--- src/rtl/id_stage_pipe_pkg.sv ---
// Shared decode constants for the pipelined ID stage: opcodes, instruction
// field positions, the reset PC default and the immediate-extension selector.
package id_stage_pipe_pkg;

  localparam logic [5:0] OP_ANDI = 6'h0C;
  localparam logic [5:0] OP_ORI  = 6'h0D;
  localparam logic [5:0] OP_XORI = 6'h0E;
  localparam logic [5:0] OP_LUI  = 6'h0F;

  localparam int unsigned OPC_LSB = 26;
  localparam int unsigned OPC_W   = 6;
  localparam int unsigned RS_LSB  = 21;
  localparam int unsigned RT_LSB  = 16;
  localparam int unsigned RD_LSB  = 11;
  localparam int unsigned FIELD_W = 5;
  localparam int unsigned IMM_W   = 16;

  localparam logic [31:0] RESET_PC_DEFAULT = 32'h0000_3000;

  typedef enum logic [1:0] {
    IMM_SEXT,
    IMM_ZEXT,
    IMM_LUI
  } imm_kind_e;

  // Logical immediates are zero-extended, lui shifts up, everything else sign-extends.
  function automatic imm_kind_e imm_kind(input logic [5:0] opcode);
    imm_kind_e kind;
    case (opcode)
      OP_ANDI, OP_ORI, OP_XORI: kind = IMM_ZEXT;
      OP_LUI:                   kind = IMM_LUI;
      default:                  kind = IMM_SEXT;
    endcase
    return kind;
  endfunction

endpackage

--- src/rtl/id_stage_pipe_regfile.sv ---
// General register file: two combinational read ports with same-cycle
// write-back bypass; register 0 is hard-wired to zero.
module id_regfile
  import id_stage_pipe_pkg::*;
#(
  parameter int unsigned DATA_W  = 32,
  parameter int unsigned REG_NUM = 32,
  localparam int unsigned AW     = $clog2(REG_NUM)
) (
  input  logic              clk,
  input  logic              rst_n,
  input  logic              we_i,
  input  logic [AW-1:0]     waddr_i,
  input  logic [DATA_W-1:0] wdata_i,
  input  logic [AW-1:0]     raddr_a_i,
  input  logic [AW-1:0]     raddr_b_i,
  output logic [DATA_W-1:0] rdata_a_o,
  output logic [DATA_W-1:0] rdata_b_o
);

  logic [DATA_W-1:0] regs_q [REG_NUM];
  logic              wr_en;
  logic              bypass_a;
  logic              bypass_b;

  assign wr_en = we_i && (waddr_i != '0);

  always_ff @(posedge clk or negedge rst_n) begin
    if (!rst_n) begin
      regs_q <= '{default: '0};
    end else if (wr_en) begin
      regs_q[waddr_i] <= wdata_i;
    end
  end

  assign bypass_a = wr_en && (waddr_i == raddr_a_i);
  assign bypass_b = wr_en && (waddr_i == raddr_b_i);

  // Bypass wins over the stored value so the consumer sees this cycle's write-back.
  assign rdata_a_o = (raddr_a_i == '0) ? '0 :
                     bypass_a          ? wdata_i :
                                         regs_q[raddr_a_i];
  assign rdata_b_o = (raddr_b_i == '0) ? '0 :
                     bypass_b          ? wdata_i :
                                         regs_q[raddr_b_i];

endmodule

--- src/rtl/id_stage_pipe.sv ---
// Pipelined decode stage: IF/ID register with valid/ready handshakes, load-use
// stall, flush, register file read and immediate extension.
// Optional ID_PERF_EN adds perf_stall/perf_issue counters.
module id_stage_pipe
  import id_stage_pipe_pkg::*;
#(
  parameter int unsigned DATA_W   = 32,
  parameter int unsigned REG_NUM  = 32,
  parameter logic [31:0] RESET_PC = RESET_PC_DEFAULT,
  localparam int unsigned AW      = $clog2(REG_NUM)
) (
  input  logic              clk,
  input  logic              reset,
  input  logic              in_valid,
  output logic              in_ready,
  input  logic [31:0]       in_pc,
  input  logic [31:0]       in_instr,
  input  logic              flush,
  input  logic              wb_we,
  input  logic [AW-1:0]     wb_addr,
  input  logic [DATA_W-1:0] wb_data,
  input  logic              ex_load,
  input  logic [AW-1:0]     ex_dst,
  output logic              out_valid,
  input  logic              out_ready,
  output logic [31:0]       out_pc,
  output logic [31:0]       out_instr,
  output logic [AW-1:0]     out_rs,
  output logic [AW-1:0]     out_rt,
  output logic [AW-1:0]     out_rd,
  output logic [DATA_W-1:0] out_rs_data,
  output logic [DATA_W-1:0] out_rt_data,
  output logic [DATA_W-1:0] out_imm
`ifdef ID_PERF_EN
  ,
  output logic [31:0]       perf_stall,
  output logic [31:0]       perf_issue
`endif
);

  logic        valid_q, valid_d;
  logic [31:0] pc_q, pc_d;
  logic [31:0] instr_q, instr_d;
  logic        stall;
  logic [15:0] imm16;

  assign out_rs = AW'(instr_q[RS_LSB +: FIELD_W]);
  assign out_rt = AW'(instr_q[RT_LSB +: FIELD_W]);
  assign out_rd = AW'(instr_q[RD_LSB +: FIELD_W]);

  assign stall = valid_q && ex_load && (ex_dst != '0) &&
                 ((ex_dst == out_rs) || (ex_dst == out_rt));

  assign out_valid = valid_q && !stall;
  assign in_ready  = flush || !valid_q || (out_ready && !stall);

  always_comb begin
    valid_d = valid_q;
    pc_d    = pc_q;
    instr_d = instr_q;
    if (flush) begin
      valid_d = 1'b0;
    end else if (in_valid && in_ready) begin
      valid_d = 1'b1;
      pc_d    = in_pc;
      instr_d = in_instr;
    end else if (out_valid && out_ready) begin
      valid_d = 1'b0;
    end
  end

  always_ff @(posedge clk or negedge reset) begin
    if (!reset) begin
      valid_q <= 1'b0;
      pc_q    <= RESET_PC;
      instr_q <= '0;
    end else begin
      valid_q <= valid_d;
      pc_q    <= pc_d;
      instr_q <= instr_d;
    end
  end

  assign out_pc    = pc_q;
  assign out_instr = instr_q;

  id_regfile #(
    .DATA_W  (DATA_W),
    .REG_NUM (REG_NUM)
  ) u_regfile (
    .clk       (clk),
    .rst_n     (reset),
    .we_i      (wb_we),
    .waddr_i   (wb_addr),
    .wdata_i   (wb_data),
    .raddr_a_i (out_rs),
    .raddr_b_i (out_rt),
    .rdata_a_o (out_rs_data),
    .rdata_b_o (out_rt_data)
  );

  assign imm16 = instr_q[IMM_W-1:0];

  // Size casts of signed operands sign-extend, keeping DATA_W > 32 correct.
  always_comb begin
    out_imm = DATA_W'($signed(imm16));
    case (imm_kind(instr_q[OPC_LSB +: OPC_W]))
      IMM_ZEXT: out_imm = DATA_W'(imm16);
      IMM_LUI:  out_imm = DATA_W'($signed({imm16, 16'h0000}));
      default:  ;
    endcase
  end

`ifdef ID_PERF_EN
  logic [31:0] perf_stall_q;
  logic [31:0] perf_issue_q;

  always_ff @(posedge clk or negedge reset) begin
    if (!reset) begin
      perf_stall_q <= '0;
      perf_issue_q <= '0;
    end else begin
      if (valid_q && stall) perf_stall_q <= perf_stall_q + 32'd1;
      if (out_valid && out_ready) perf_issue_q <= perf_issue_q + 32'd1;
    end
  end

  assign perf_stall = perf_stall_q;
  assign perf_issue = perf_issue_q;
`endif

endmodule

--- config.mk ---
export PLATFORM = sky130hd
export DESIGN_NAME = id_stage_pipe
export DESIGN_NICKNAME = d
export VERILOG_FILES = /design/src/rtl/id_stage_pipe_pkg.sv /design/src/rtl/id_stage_pipe_regfile.sv /design/src/rtl/id_stage_pipe.sv
export SDC_FILE = /design/constraint.sdc
export NUM_CORES = 2
export LEC_CHECK = 0
export BUFFER_PORTS_ARGS = -buffer_cell sky130_fd_sc_hd__buf_2
export CAP_MARGIN = 10
export CELL_PAD_IN_SITES_DETAIL_PLACEMENT = 1
export CELL_PAD_IN_SITES_GLOBAL_PLACEMENT = 1
export CORE_AREA = 10 10 375 377
export DETAILED_ROUTE_END_ITERATION = 6
export DIE_AREA = 0 0 385 387
export GPL_TIMING_DRIVEN = 0
export PLACE_DENSITY_LB_ADDON = 0.1
export SLEW_MARGIN = 25
export SYNTH_ARGS = -nofsm -noshare
export SYNTH_HDL_FRONTEND = slang
export SYNTH_SLANG_ARGS = --single-unit
--- constraint.sdc ---
create_clock -name clk -period 3.9 [get_ports clk]
set_clock_uncertainty 0.2 [all_clocks]
set_input_delay 0.195 -clock clk [delete_from_list [all_inputs] [get_ports clk]]
set_output_delay 0.195 -clock clk [all_outputs]
set_load 0.05 [all_outputs]
==> reports/results.txt <==
Crit end category: primary output
Seq/Total Area, Yosys: 0.459
Max Cap Viol: 0
1st-iter DRT viols: 6025
H-tree levels: 4
Synth top area cells: dfrtp_1 46%, mux2_2 19%, mux4_2 15%
Syn_nets: 4415
Setup tns final: -1.02 ns
Die Y: 387 um
Post-synthesis cell type count: 66
Worst setup SP type: flop
Failing checks: design-rule violations, negative setup slack
Worst setup margin: -0.0978 ns
Dpl ws: -1.40 ns
CP Max Fanout: 10
Slew @ Worst Pin: 1.24 ns
Worst-Skew Late Latency: 0.78 ns
Fraction of layout cells with a size suffix above 1: 0.498
Mapped Area: 59400 um^2
I/O Buffers: 287
Post-DP HPWL: 207000 um
Num rows: 134
Largest net degree at the start of global routing: 126
Critical path startpoint: out_instr[17]
Syn avg cell area: 13.8 um^2
Detailed-route DRC error count: 2
Post-Syn Instances: 4300
Yosys top cell by area: dfrtp_1
Worst R2R Setup Slack: 0.60 ns
Root Buffer: clkbuf_16
Post-DRT Antenna Nets: 0
Most frequent cell after synthesis: dfrtp_1
IR drop worst, VDD: 0.509 mV
Global placer's final weighted congestion: 1.03
Storage cell area: 27300 um^2
Clock period minus worst slack: 4.00 ns
I/O pin count: 290
Layout area overhead: 23.3%
Worst Hold Class: in2reg
CTS buffer count: 132
CTS Sinks: 1089
Initial Util: 0.446
Final Setup Violations: 33
Area of the multi-input gates: 31100 um^2
Die Footprint: 149000 um^2
Min Hold Slack: 0.0431 ns
Vias per cell: 6.98
Hold Path Origin: in_pc[31]
Vias: 47566
Clk pin slew, worst setup/hold paths: 0.06 ns
Flops & latches, synth: 1089
GRT Util Overall: 0.388
Vias in the first global route: 47731
Max Slew Vio Count: 0
CORE AREA: 133000 um^2
Total global routing overflow: 0
Worst relative slew slack: 0.175
Top_reg_cell synth: dfrtp_1
Required @ worst endpoint: 3.50 ns
Fill cell count: 12830
Clk buf depth: 3
CTS tree: built
WL/cell: 43.8 um
Static Leak: 0.0314 uW
Finished Core Util: 0.551
Overall die width: 385 um
Synthesis warning total: 0
Tcrit/Tclk final: 1.03
First-pass GRT wire length: 402000 um
Fmax: 0.250 GHz
Top cells by count, synth: 1087 x dfrtp_1, 1025 x mux2_2, 389 x mux4_2
Asr flop ratio synth: 1.00
CP arrival: 3.60 ns
Final nets: 5048
Critical path class: reg2out
Post-synth EDFFs: 0
First drt pass iteration count: 7
Initial antenna violation count: 20
Top-area cell type share of the netlist area: 0.458
RSZ-0062 raised after global routing: true
Power Dens Cells: 621 nW/um^2
Hold Fails Final Rpt: 0
Reg2reg start: out_instr[24]
Outcome: complete, but fails checks
Routed wire length: 298000 um
-- per-layer routing --
layer | part of all wire | GRT usage | routed length, um | vias up
met4 | 0.068 | 0.223 | 20400 | 24
met3 | 0.13 | 0.164 | 38100 | 918
li1 | - | - | - | 17946
met5 | 0.00095 | 0 | 283 | -
met2 | 0.42 | 0.548 | 126000 | 3089
met1 | 0.38 | 0.494 | 113000 | 25589
-- area by class of cell --
type	count	share of cell area
buffer	508	0.0566
antenna	10	0.000342
sequential	1089	0.372
timing repair buffer	505	0.0557
inverter	8	0.000684
multi-input combinational	2689	0.424
clock buffer	199	0.0543
tap	1768	0.0302
clock inverter	35	0.00542
-- cells by family (layout without fill, tap and decap cells) --
group | count (synthesis) | in the layout | share of synthesized area
AOI/OAI and AO/OA | 604 | 604 | 0.0750
xor gates and xnor gates | 20 | 20 | 0.00295
adders and majority gates | 2 | 2 | 0.000422
buffers and inverters | 522 | 1255 | 0.0400
DFF | 1089 | 1089 | 0.459
muxes | 1678 | 1678 | 0.387
other | 0 | 10 | 0
and+or+nand+nor | 385 | 385 | 0.0356
-- cells in the final DEF, fill, tap and decap left out, drive strengths merged, types with 7 or more instances in the layout --
cell type | netlist | routed
clkinv | 1 | 23
a21oi | 76 | 76
diode | 0 | 10
buf | 256 | 630
a21o | 16 | 16
o22ai | 90 | 90
mux2 | 1039 | 1039
clkbuf | 258 | 463
dfrtp | 1087 | 1087
a2111oi | 7 | 7
xor2 | 12 | 12
a221o | 55 | 55
nand3 | 12 | 12
dlygate4sd3 | 0 | 118
a22oi | 36 | 36
nand3b | 68 | 68
mux2i | 250 | 250
o21ai | 62 | 62
inv | 7 | 12
nor2 | 57 | 57
nor3 | 50 | 50
xnor2 | 8 | 8
nand2 | 104 | 104
nor2b | 27 | 27
nand2b | 18 | 18
a221oi | 69 | 69
a211oi | 25 | 25
o211ai | 70 | 70
mux4 | 389 | 389
o2111ai | 65 | 65
nor3b | 17 | 17
-- metrics by stage --
step	instance area [um^2]	power (uW)	std cells
after floorplan	59400	23700	4300
after global placement	63000	29400	6355
after detailed placement	63500	29800	6372
after CTS	72000	44100	6731
after global routing	73200	46300	6802
final	73200	45400	6811
-- what timing repair did --
action / 4_1_cts / 5_1_grt
hold buffers: 119 / 0
resized for setup: 699 / 116
endpoints found under the hold margin: 689 / 0
pin swaps: 33 / 26
setup buffers: 12 / 62
setup endpoints to repair: 66 / 80
gates cloned: 0 / 6
-- path summary, 6_finish.rpt --
path / end / depth (start not counted)
setup / recovery: out_rt_data[31] / 8
hold / removal: out_pc[31] / 4
setup reg to reg: out_instr[10] / 9
hold reg to reg: u_regfile.regs_q[1011] / 1
max in group asynchronous: u_regfile.regs_q[78] / 6
min in group asynchronous: out_pc[19] / 4
-- sequential cells by signal (all words and copies together) (netlist names) --
signal            cells
u_regfile.regs_q   1024
out_instr            32
out_pc               32
valid_q               1
-- worst max-delay path: stages (launching register included) --
cell	delay [ns]
dfrtp_2	0.46
buf_4	0.25
buf_8	0.28
buf_12	0.28
buf_12	0.24
mux2i_4	0.44
a211oi_1	0.13
a221o_1	0.41
buf_4	0.25
-- where the power goes --
part           total, uW  leakage, uW  switching, uW  internal (uW)
registers          15200       0.0139           1750          13400
logic              17500       0.0153          10400           7070
clock network      12800      0.00216           5360           7440
No activity file was read; power rests on OpenSTA's default activity.
